--- src/rtl/hazard_pkg.sv ---
// rtl/hazard_pkg.sv - shared types and constants for the hazard controller
// Contents: FSM state enum, ALU control codes, default multiplier occupancy.
package hazard_pkg;

  typedef enum logic {
    ST_IDLE     = 1'b0,
    ST_MUL_BUSY = 1'b1
  } state_t;

  localparam logic [3:0] ALU_AND = 4'b0000;
  localparam logic [3:0] ALU_OR  = 4'b0001;
  localparam logic [3:0] ALU_ADD = 4'b0010;
  localparam logic [3:0] ALU_SUB = 4'b0110;
  localparam logic [3:0] ALU_MUL = 4'b1111;

  localparam int MUL_LAT_DEFAULT = 4;

endpackage

--- src/rtl/hazard_ctrl_if.sv ---
// rtl/hazard_ctrl_if.sv - pipeline <-> hazard controller signal bundle
// master: pipeline side, drives ID/EX and IF/ID fields plus branch resolution,
//         receives stall/flush/bubble/hold controls.
// slave:  hazard controller side, the mirror image.
interface hazard_ctrl_if;
  logic       idex_mem_read_i;
  logic [4:0] idex_rd_addr_i;
  logic [3:0] idex_alu_ctrl_i;
  logic [4:0] ifid_rs1_addr_i;
  logic [4:0] ifid_rs2_addr_i;
  logic       branch_taken_i;
  logic       pc_write_o;
  logic       ifid_write_o;
  logic       ifid_flush_o;
  logic       idex_bubble_o;
  logic       idex_hold_o;
  logic       mul_done_o;
  logic       busy_o;

  modport master (
    output idex_mem_read_i, idex_rd_addr_i, idex_alu_ctrl_i,
           ifid_rs1_addr_i, ifid_rs2_addr_i, branch_taken_i,
    input  pc_write_o, ifid_write_o, ifid_flush_o, idex_bubble_o,
           idex_hold_o, mul_done_o, busy_o
  );

  modport slave (
    input  idex_mem_read_i, idex_rd_addr_i, idex_alu_ctrl_i,
           ifid_rs1_addr_i, ifid_rs2_addr_i, branch_taken_i,
    output pc_write_o, ifid_write_o, ifid_flush_o, idex_bubble_o,
           idex_hold_o, mul_done_o, busy_o
  );
endinterface

--- src/rtl/hazard_stat_ctr.sv ---
// rtl/hazard_stat_ctr.sv - 32-bit saturating event counter
// Ports: clk_i (clock), rst_i (sync active-high clear), inc_i (count enable),
//        cnt_o (current count, sticks at all-ones).
module hazard_stat_ctr (
  input  logic        clk_i,
  input  logic        rst_i,
  input  logic        inc_i,
  output logic [31:0] cnt_o
);

  logic [31:0] r_cnt;

  always_ff @(posedge clk_i) begin
    if (rst_i) begin
      r_cnt <= '0;
    end else if (inc_i && (r_cnt != '1)) begin
      r_cnt <= r_cnt + 32'd1;
    end
  end

  assign cnt_o = r_cnt;

endmodule

--- src/rtl/hazard_ctrl.sv ---
// rtl/hazard_ctrl.sv - load-use / multiply stall and branch flush controller
// Ports: clk_i (clock), rst_i (sync active-high reset),
//        bus (hazard_ctrl_if.slave: pipeline fields in, stall/flush controls out).
// Optional (HAZARD_CTRL_STATS_EN): stall_cnt_o, flush_cnt_o saturating counters.
// Parameter MUL_LAT: multiplier occupancy of EX in cycles, 2..16.
module hazard_ctrl
  import hazard_pkg::*;
#(
  parameter int MUL_LAT = MUL_LAT_DEFAULT
) (
  input  logic                clk_i,
  input  logic                rst_i,
  hazard_ctrl_if.slave        bus
`ifdef HAZARD_CTRL_STATS_EN
  ,
  output logic [31:0]         stall_cnt_o,
  output logic [31:0]         flush_cnt_o
`endif
);

  // Counter value loaded on detect: the detect cycle itself is the first
  // stall cycle, so MUL_BUSY spends MUL_LAT-2 cycles stalling plus one done cycle.
  localparam logic [3:0] CNT_LOAD = 4'(MUL_LAT - 2);

  state_t     r_state;
  logic [3:0] r_cnt;

  logic w_idle;
  logic w_busy;
  logic w_rd_match;
  logic w_load_use;
  logic w_mul_det;
  logic w_busy_stall;
  logic w_mul_done;
  logic w_stall;

  assign w_idle = !rst_i && (r_state == ST_IDLE);
  assign w_busy = !rst_i && (r_state == ST_MUL_BUSY);

  assign w_rd_match   = (bus.idex_rd_addr_i == bus.ifid_rs1_addr_i) ||
                        (bus.idex_rd_addr_i == bus.ifid_rs2_addr_i);
  assign w_load_use   = w_idle && bus.idex_mem_read_i &&
                        (bus.idex_rd_addr_i != 5'd0) && w_rd_match;
  assign w_mul_det    = w_idle && (bus.idex_alu_ctrl_i == ALU_MUL);
  assign w_busy_stall = w_busy && (r_cnt != 4'd0);
  assign w_mul_done   = w_busy && (r_cnt == 4'd0);
  assign w_stall      = w_load_use || w_mul_det || w_busy_stall;

  always_comb begin
    bus.pc_write_o    = !w_stall;
    bus.ifid_write_o  = !w_stall;
    // A multiply in ID/EX must be held, never bubbled away, so it wins
    // over a coincident load-use match.
    bus.idex_bubble_o = w_load_use && !w_mul_det;
    bus.idex_hold_o   = w_mul_det || w_busy_stall;
    bus.ifid_flush_o  = w_idle && !w_stall && bus.branch_taken_i;
    bus.mul_done_o    = w_mul_done;
    bus.busy_o        = w_busy;
  end

  always_ff @(posedge clk_i) begin
    if (rst_i) begin
      r_state <= ST_IDLE;
      r_cnt   <= 4'd0;
    end else begin
      case (r_state)
        ST_IDLE: begin
          if (w_mul_det) begin
            r_state <= ST_MUL_BUSY;
            r_cnt   <= CNT_LOAD;
          end
        end
        ST_MUL_BUSY: begin
          if (r_cnt != 4'd0) begin
            r_cnt <= r_cnt - 4'd1;
          end else begin
            r_state <= ST_IDLE;
          end
        end
        default: begin
          r_state <= ST_IDLE;
          r_cnt   <= 4'd0;
        end
      endcase
    end
  end

`ifdef HAZARD_CTRL_STATS_EN
  logic w_stall_ev;
  logic w_flush_ev;

  assign w_stall_ev = !bus.pc_write_o;
  assign w_flush_ev = bus.ifid_flush_o;

  hazard_stat_ctr u_stall_ctr (
    .clk_i (clk_i),
    .rst_i (rst_i),
    .inc_i (w_stall_ev),
    .cnt_o (stall_cnt_o)
  );

  hazard_stat_ctr u_flush_ctr (
    .clk_i (clk_i),
    .rst_i (rst_i),
    .inc_i (w_flush_ev),
    .cnt_o (flush_cnt_o)
  );
`endif

endmodule
--- src/flat_wrapper.sv ---
// flat-port wrapper written by rule: the top's interface ports become plain ports
module hazard_ctrl_flat import hazard_pkg::*;
#(
  parameter int MUL_LAT = MUL_LAT_DEFAULT
)
  (clk_i, rst_i, bus_idex_mem_read_i, bus_idex_rd_addr_i, bus_idex_alu_ctrl_i, bus_ifid_rs1_addr_i, bus_ifid_rs2_addr_i, bus_branch_taken_i, bus_pc_write_o, bus_ifid_write_o, bus_ifid_flush_o, bus_idex_bubble_o, bus_idex_hold_o, bus_mul_done_o, bus_busy_o);
  hazard_ctrl_if bus_i ();
  input  logic clk_i;
  input  logic rst_i;
  input wire logic [$bits(bus_i.idex_mem_read_i)-1:0] bus_idex_mem_read_i;
  input wire logic [$bits(bus_i.idex_rd_addr_i)-1:0] bus_idex_rd_addr_i;
  input wire logic [$bits(bus_i.idex_alu_ctrl_i)-1:0] bus_idex_alu_ctrl_i;
  input wire logic [$bits(bus_i.ifid_rs1_addr_i)-1:0] bus_ifid_rs1_addr_i;
  input wire logic [$bits(bus_i.ifid_rs2_addr_i)-1:0] bus_ifid_rs2_addr_i;
  input wire logic [$bits(bus_i.branch_taken_i)-1:0] bus_branch_taken_i;
  output wire logic [$bits(bus_i.pc_write_o)-1:0] bus_pc_write_o;
  output wire logic [$bits(bus_i.ifid_write_o)-1:0] bus_ifid_write_o;
  output wire logic [$bits(bus_i.ifid_flush_o)-1:0] bus_ifid_flush_o;
  output wire logic [$bits(bus_i.idex_bubble_o)-1:0] bus_idex_bubble_o;
  output wire logic [$bits(bus_i.idex_hold_o)-1:0] bus_idex_hold_o;
  output wire logic [$bits(bus_i.mul_done_o)-1:0] bus_mul_done_o;
  output wire logic [$bits(bus_i.busy_o)-1:0] bus_busy_o;
  assign bus_i.idex_mem_read_i = bus_idex_mem_read_i;
  assign bus_i.idex_rd_addr_i = bus_idex_rd_addr_i;
  assign bus_i.idex_alu_ctrl_i = bus_idex_alu_ctrl_i;
  assign bus_i.ifid_rs1_addr_i = bus_ifid_rs1_addr_i;
  assign bus_i.ifid_rs2_addr_i = bus_ifid_rs2_addr_i;
  assign bus_i.branch_taken_i = bus_branch_taken_i;
  assign bus_pc_write_o = bus_i.pc_write_o;
  assign bus_ifid_write_o = bus_i.ifid_write_o;
  assign bus_ifid_flush_o = bus_i.ifid_flush_o;
  assign bus_idex_bubble_o = bus_i.idex_bubble_o;
  assign bus_idex_hold_o = bus_i.idex_hold_o;
  assign bus_mul_done_o = bus_i.mul_done_o;
  assign bus_busy_o = bus_i.busy_o;
  hazard_ctrl #(.MUL_LAT(MUL_LAT)) u_core (.clk_i(clk_i), .rst_i(rst_i), .bus(bus_i));
endmodule
--- config.mk ---
export PLATFORM = sky130hd
export DESIGN_NAME = hazard_ctrl_flat
export DESIGN_NICKNAME = d
export VERILOG_FILES = /design/src/rtl/hazard_pkg.sv /design/src/rtl/hazard_ctrl_if.sv /design/src/rtl/hazard_stat_ctr.sv /design/src/rtl/hazard_ctrl.sv /design/src/flat_wrapper.sv
export SDC_FILE = /design/constraint.sdc
export NUM_CORES = 1
export LEC_CHECK = 0
export CORE_UTILIZATION = 35
export CTS_CLUSTER_SIZE = 40
export DETAILED_ROUTE_END_ITERATION = 10
export GPL_TIMING_DRIVEN = 0
export PLACE_DENSITY = 0.82
export REMOVE_ABC_BUFFERS = 1
export SLEW_MARGIN = 20
export SYNTH_ARGS = -nofsm -noshare
export SYNTH_HDL_FRONTEND = slang
export SYNTH_SLANG_ARGS = --single-unit
--- constraint.sdc ---
create_clock -name clk_i -period 2.2 [get_ports clk_i]
set_clock_uncertainty 0.15 [all_clocks]
set_input_delay 0.44 -clock clk_i [delete_from_list [all_inputs] [get_ports clk_i]]
set_output_delay 0.44 -clock clk_i [all_outputs]
set_load 0.02 [all_outputs]
==> reports/results.txt <==
Detailed Route Iter0 Violations = 5
Cts hold-fix bufs = 0
Number of nets in the layout = 119
Hold crit path type = in -> reg
R2R Path End = u_core.r_cnt[1]
Final ANT Viol Nets = 0
Core box area = 0.001186 mm²
PD cells = 366.8 mW/mm²
Worst-Skew Late Latency = 0.25 ns
Type of the worst setup path = reg -> out
EDFF count, synth = 0
Commonest cells after routing, fill and taps aside = buf_4 (11), xnor2_1 (8), dlygate4sd2_1 (8)
CTS tree = yes
# clock sinks = 5
Reg2Reg Depth = 7
Max-cap violation count = 0
Largest net degree at the start of global routing = 8
Worst path required time = 1.61 ns
Crit path capture type = output pin
Cts bufs inserted = 3
Flop2flop setup slack = 0.40 ns
Routed length per instance = 14.72 µm
Worst hold start = rst_i
Hold Crit Depth = 2
Vias/cell = 5.102
Avg Inst Size Synth = 8.782 µm²
Commonest non-fill, non-tap cell in the layout = buf_4
DRC errors left = 0
Max Fclk = 422.5 MHz
Failing checks = setup timing
Crit path time final = 2.367 ns
Initial core utilization = 39.98%
Endpoints failing hold = 0
Non-Filler Instances = 108
Count of input and output buffers = 29
Data arrival, critical path = 1.78 ns
Htree depth = 1
Grt ovf = 0
Worst setup SP type = flop
Initial antenna violation count = 0
Setup TNS = -0.3377 ns
Ports = 30
Clk slew on worst S/H paths = 0.04 ns
Slew Limit Fails = 0
Post-Syn Instances = 54
HPWL Detailed = 981.2 µm
Placed cell count = 96
Synthesis Warnings = 0
Status = finished, violations left
Die height = 38.81 µm
Async SR Flop Fraction = 0%
Worst r2r src = u_core.r_cnt[1]
Clock Tree Root = clkbuf_4
Die width = 38.81 µm
1st-pass router iterations = 4
Fin crit share = 107.6%
Yosys reg bits = 5
Seq/Total Area, Yosys = 21.11%
RSZ-0062 raised after global routing = true
Row count = 12
# setup viols final = 5
Vias = 551
Slew headroom = 80.49%
Syn Std Cell Area = 474.2 µm²
Hold EP = u_core.r_cnt[1]
Primary FF master, synth = dfxtp_1
Pleak = 0.4304 nW
Vias in the first global route = 523
Final WL = 1590 µm
Crit path max fanout = 3
PnR worst setup slack = -0.1670 ns
Clock Tree Buf Depth = 2
P&R area growth vs syn = 96.31%
Die area = 0.001506 mm²
Final GP Congestion = 0.6043
First-pass GRT wire length = 2132 µm
Share of layout cells above drive strength 1 = 48.94%
Peak VDD IR = 0.2994 mV
Post-synthesis cell type count = 26
Global-route usage over all layers = 21.33%
Antenna diodes = 0
Filler cells = 85
Worst Tran Pin Value = 0.2923 ns
## cells by family after synthesis
logic type	share of synthesized area, %
compound gates	22.69
xor+xnor	20.32
fa+ha+maj	2.638
buf+inv	4.749
flops	21.11
simple gates	28.50
## state kept, by name, indices dropped and copies added, names as in the netlist
name            cells
u_core.r_state      1
u_core.r_cnt        4
## cells in the mapped netlist, types with 2 or more instances
| master | n | area [µm²] |
|---|---|---|
| xnor2_1 | 11 | 96.34 |
| dfxtp_1 | 5 | 100.1 |
| inv_1 | 4 | 15.01 |
| a21oi_1 | 3 | 15.01 |
| nand2_1 | 3 | 11.26 |
| nor2_1 | 3 | 11.26 |
| or3_1 | 3 | 18.77 |
| a21o_1 | 2 | 15.01 |
| nand3_1 | 2 | 10.01 |
| o21ai_0 | 2 | 10.01 |
## final cells by class
cell class	instances	area, µm²	area share, %
inverters	4	15.01	1.613
flip-flops and latches	5	102.6	11.02
multi-input cells	44	445.4	47.85
repair buffers	37	324.1	34.81
well taps	14	17.52	1.882
clock buffers	4	26.28	2.823
## what timing repair did
action | 4_1_cts | 5_1_grt
gates resized for setup | 70 | 20
setup buffers | 5 | 3
setup endpoints to repair | 7 | 6
pin swaps | 9 | 4
## worst max path at each step
| stage | to | cells past startpoint | startpoint |
|---|---|---|---|
| CTS | bus_ifid_flush_o | 6 | u_core.r_cnt[1] |
| detailed placement | bus_ifid_flush_o | 6 | bus_idex_rd_addr_i[1] |
| finish | bus_ifid_flush_o | 6 | u_core.r_cnt[1] |
| global placement | bus_ifid_flush_o | 6 | bus_idex_rd_addr_i[1] |
| global route | bus_ifid_flush_o | 6 | u_core.r_cnt[1] |
| floorplan | bus_ifid_write_o | 5 | u_core.r_cnt[0] |
## metal layers
metal  share of wire [%]  track usage [%]  vias up
met5                   0                0        -
li1                    -                -      272
met1                  37            19.66      254
met4                 1.6            10.34        0
met2                  53            41.67       23
met3                 7.7            5.780        2
## where the power goes
part	switching (mW)	internal, mW	total [mW]	leakage (nW)
registers	0.00223	0.0935	0.0958	0.0414
logic	0.0579	0.0770	0.135	0.374
clock network	0.0419	0.0689	0.111	0.0150
total	0.102	0.239	0.341	0.430
## worst max-delay path, cell delays in order (launching register included)
cell	delay (ns)
dfxtp_2	0.31
inv_2	0.07
ha_4	0.13
or3b_4	0.39
a21o_4	0.24
a2111oi_4	0.19
buf_4	0.19
## metrics by stage
step / util, % / hold WS [ns] / cell area, µm² / total power [mW] / worst slack (ns)
CTS: 70.68 / 0.3374 / 838.3 / 0.3217 / -0.1347
floorplan: - / 0.2952 / 466.7 / 0.1484 / -0.3679
detailed placement: 65.30 / 0.3267 / 774.5 / 0.2067 / -1.041
finish: 78.48 / 0.3001 / 930.9 / 0.3414 / -0.1670
global route: 78.48 / 0.3114 / 930.9 / 0.3535 / -0.2139
global placement: 65.30 / 0.3081 / 774.5 / 0.2044 / -1.032
No activity file was read; power rests on OpenSTA's default activity.
==> RTL edit (same flow settings) <==
Make the reset (`rst_i`) asynchronous in one clocked block. Comments in the files are not updated.
--- a/src/rtl/hazard_ctrl.sv
+++ b/src/rtl/hazard_ctrl.sv
@@ -59,5 +59,5 @@
   end
 
-  always_ff @(posedge clk_i) begin
+  always_ff @(posedge clk_i or posedge rst_i) begin
     if (rst_i) begin
       r_state <= ST_IDLE;
Formal check against the unedited RTL: no difference found for any inputs over 10 cycles, from zero or initial values and one cycle with rst_i high; that may be too few to reach the edited logic, so the function may still have changed.
==> RTL edit against the original RTL <==
  * The run still ends with negative setup slack left
  * Design area down 9.7%
  * Sequential cell count stayed put
  * Routed wire length shrank 5.7%
  * Synthesized cell count is the same
  * Hold slack worse by 140 ps
  * Synthesized area shrank 5.0%
  * Worst setup slack improved by 140 ps
  * Utilization fell by 5.8 points
  * Critical path type is now primary input to primary output
  * Critical endpoint unchanged
  * Largest cell class unchanged
  * Highest routed layer unchanged
Power is not compared: it rests on default switching activity, and its combinational part moved more than twofold at a synthesized area within 25%.
==> RTL edit: results (changes against the original RTL) <==
| Metric | Value |
|---|---|
| Critical path's slowest cell | `or3_4 (was or3b_4)` |
| Final hold slack | `159 ps (was 300 ps)` |
| Setup WS pre-CTS | `-910 ps (was -1040 ps)` |
| Worst-path clk slew | `50 ps` |
| Leakage | `0.401 nW` |
| Nets | `113 (was 119)` |
| Top delay family on crit path | `compound AO/OA/AOI/OAI gates (unchanged)` |
| Port Buffers | `29 (unchanged)` |
| Synth unique cells | `25 (was 26)` |
| Number of flops mapped to enable cells by yosys | `0 (unchanged)` |
| Reg2reg setup slack | `510 ps (was 400 ps)` |
| Top post-synthesis cells by count | `xnor2_1, nand2_1, dfrtp_1, a21oi_1, inv_1 (was xnor2_1, dfxtp_1, inv_1)` |
| Most area-consuming cells after synthesis | `dfrtp_1, xnor2_1, nand2_1 (was dfxtp_1, xnor2_1, a2111oi_4)` |
| CTS root buf | `clkbuf_4 (unchanged)` |
| TritonCTS buffer count | `3 (unchanged)` |
| Max clock buf depth | `2 (unchanged)` |
| Drt first pass iters | `5 (was 4)` |
| Hold Crit Class | `primary input to asynchronous set/reset pin (was primary input to flip-flop)` |
| Number of diodes | `0 (unchanged)` |
| GRT Total Usage | `23.5% (was 21.3%)` |
| Synthesized area per cell | `8.34 sq um (was 8.78 sq um)` |
| Violated checks | `negative setup slack (unchanged)` |
| Fraction of layout cells with a size suffix above 1 | `29.5% (was 48.9%)` |
| H-tree lvl count | `1 (unchanged)` |
| Largest net degree at the start of global routing | `10 (was 8)` |
| Synth warn | `0 (unchanged)` |
| Setup ws final | `-23.7 ps (was -167 ps)` |
| Maximum vdd ir drop | `0.537 mV` |
| Final HPWL DP | `1.04 mm (was 981 um)` |
| DR WL/cell | `14.7 um (about the same)` |
| Final setup TNS | `-23.7 ps (was -338 ps)` |
| Largest registers | `u_core.r_cnt: 4 flops, u_core.r_state: 1 flops (unchanged)` |
| Tightest Pin Transition | `317 ps (was 292 ps)` |
| Cell count after placement | `95 (was 96)` |
| Status | `complete, but fails checks (unchanged)` |
| Cell area after placement | `746 sq um (was 774 sq um)` |
| Critical Path Max Stage Delay | `380 ps` |
| Routability Congestion | `0.814 (was 0.604)` |
| CP arrival | `1630 ps (was 1780 ps)` |
| Via count of the first global-routing pass | `510 (was 523)` |
| Async SR Flop Fraction | `100% (was 0%)` |
| Seq/Total Area, Yosys | `27.8% (was 21.1%)` |
| Part of the power in registers | `28.9%` |
| Reg2reg end | `u_core.r_cnt[1] (unchanged)` |
| CP Max Fanout | `3 (unchanged)` |
| Via count | `516 (was 551)` |
| Total power | `599 uW` |
| First-pass GRT wire length | `2.23 mm (was 2.13 mm)` |
| Clock Power Share | `18.7%` |
| Via/cell ratio | `5.06 (was 5.10)` |
| R2r startpoint | `u_core.r_cnt[1] (unchanged)` |
| Initial antenna violation count | `0 (unchanged)` |
| Sw Pwr | `251 uW` |
| 1st-iter DRT viols | `11 (was 5)` |
| Ys flop type | `dfrtp_1 (was dfxtp_1)` |
| Setup Viol. Count Final | `1 (was 5)` |
| Clk_lat worst skew | `250 ps (about the same)` |
RTL edit: cell count changes after synthesis, moves of 2 or more:
cell / delta
o21ai_0: -2
dfxtp_1: -5
or3_1: -2
dfrtp_1: +5
nand2_1: +5
RTL edit: cell type report:
| class | instances | area, sq um |
|---|---|---|
| multi-input cells | 43 | 358 |
| fillers | 96 | 315 |
| flip-flops and latches | 5 | 125 |
| clock buffers | 4 | 26.3 |
| repair buffers | 32 | 299 |
| inverters | 4 | 15.0 |
| well taps | 14 | 17.5 |
RTL edit: how the worst max path moves through the flow:
stage	start	endpoint	slack, ps
floorplan	bus_idex_rd_addr_i[0]	bus_ifid_write_o	-170
global placement	bus_idex_rd_addr_i[0]	bus_ifid_flush_o	-870
detailed placement	bus_idex_rd_addr_i[0]	bus_ifid_flush_o	-910
CTS	bus_idex_rd_addr_i[2]	bus_ifid_flush_o	-50
global route	bus_idex_rd_addr_i[1]	bus_ifid_flush_o	-50
finish	bus_idex_rd_addr_i[1]	bus_ifid_flush_o	-20
RTL edit: logic make-up after synthesis:
group | after synthesis | share of synthesized area, %
flops | 5 | 27.8
buf+inv | 6 | 6.11
xor+xnor | 10 | 19.4
compound gates | 8 | 12.5
fa+ha+maj | 1 | 2.78
mux | 2 | 4.72
simple gates | 22 | 26.7
RTL edit: worst reg2reg max path: stages, from the launching register on:
cell and delay (ps):
dfrtp_1 380, inv_1 120, ha_4 170, nand2_1 80, a21oi_1 300, mux2_2 370
RTL edit: layer usage:
layer	wire length [um]	up-vias	track usage, %
li1	-	253	-
met1	550	237	26.2
met2	795	19	39.2
met3	115	7	7.74
met4	38	0	12.5
met5	0	-	0
RTL edit: what timing repair did:
item | CTS | global route
pin swaps | 16 | 10
setup buffers | 2 | 1
gates resized for setup | 62 | 12
setup endpoints to repair | 7 | 5
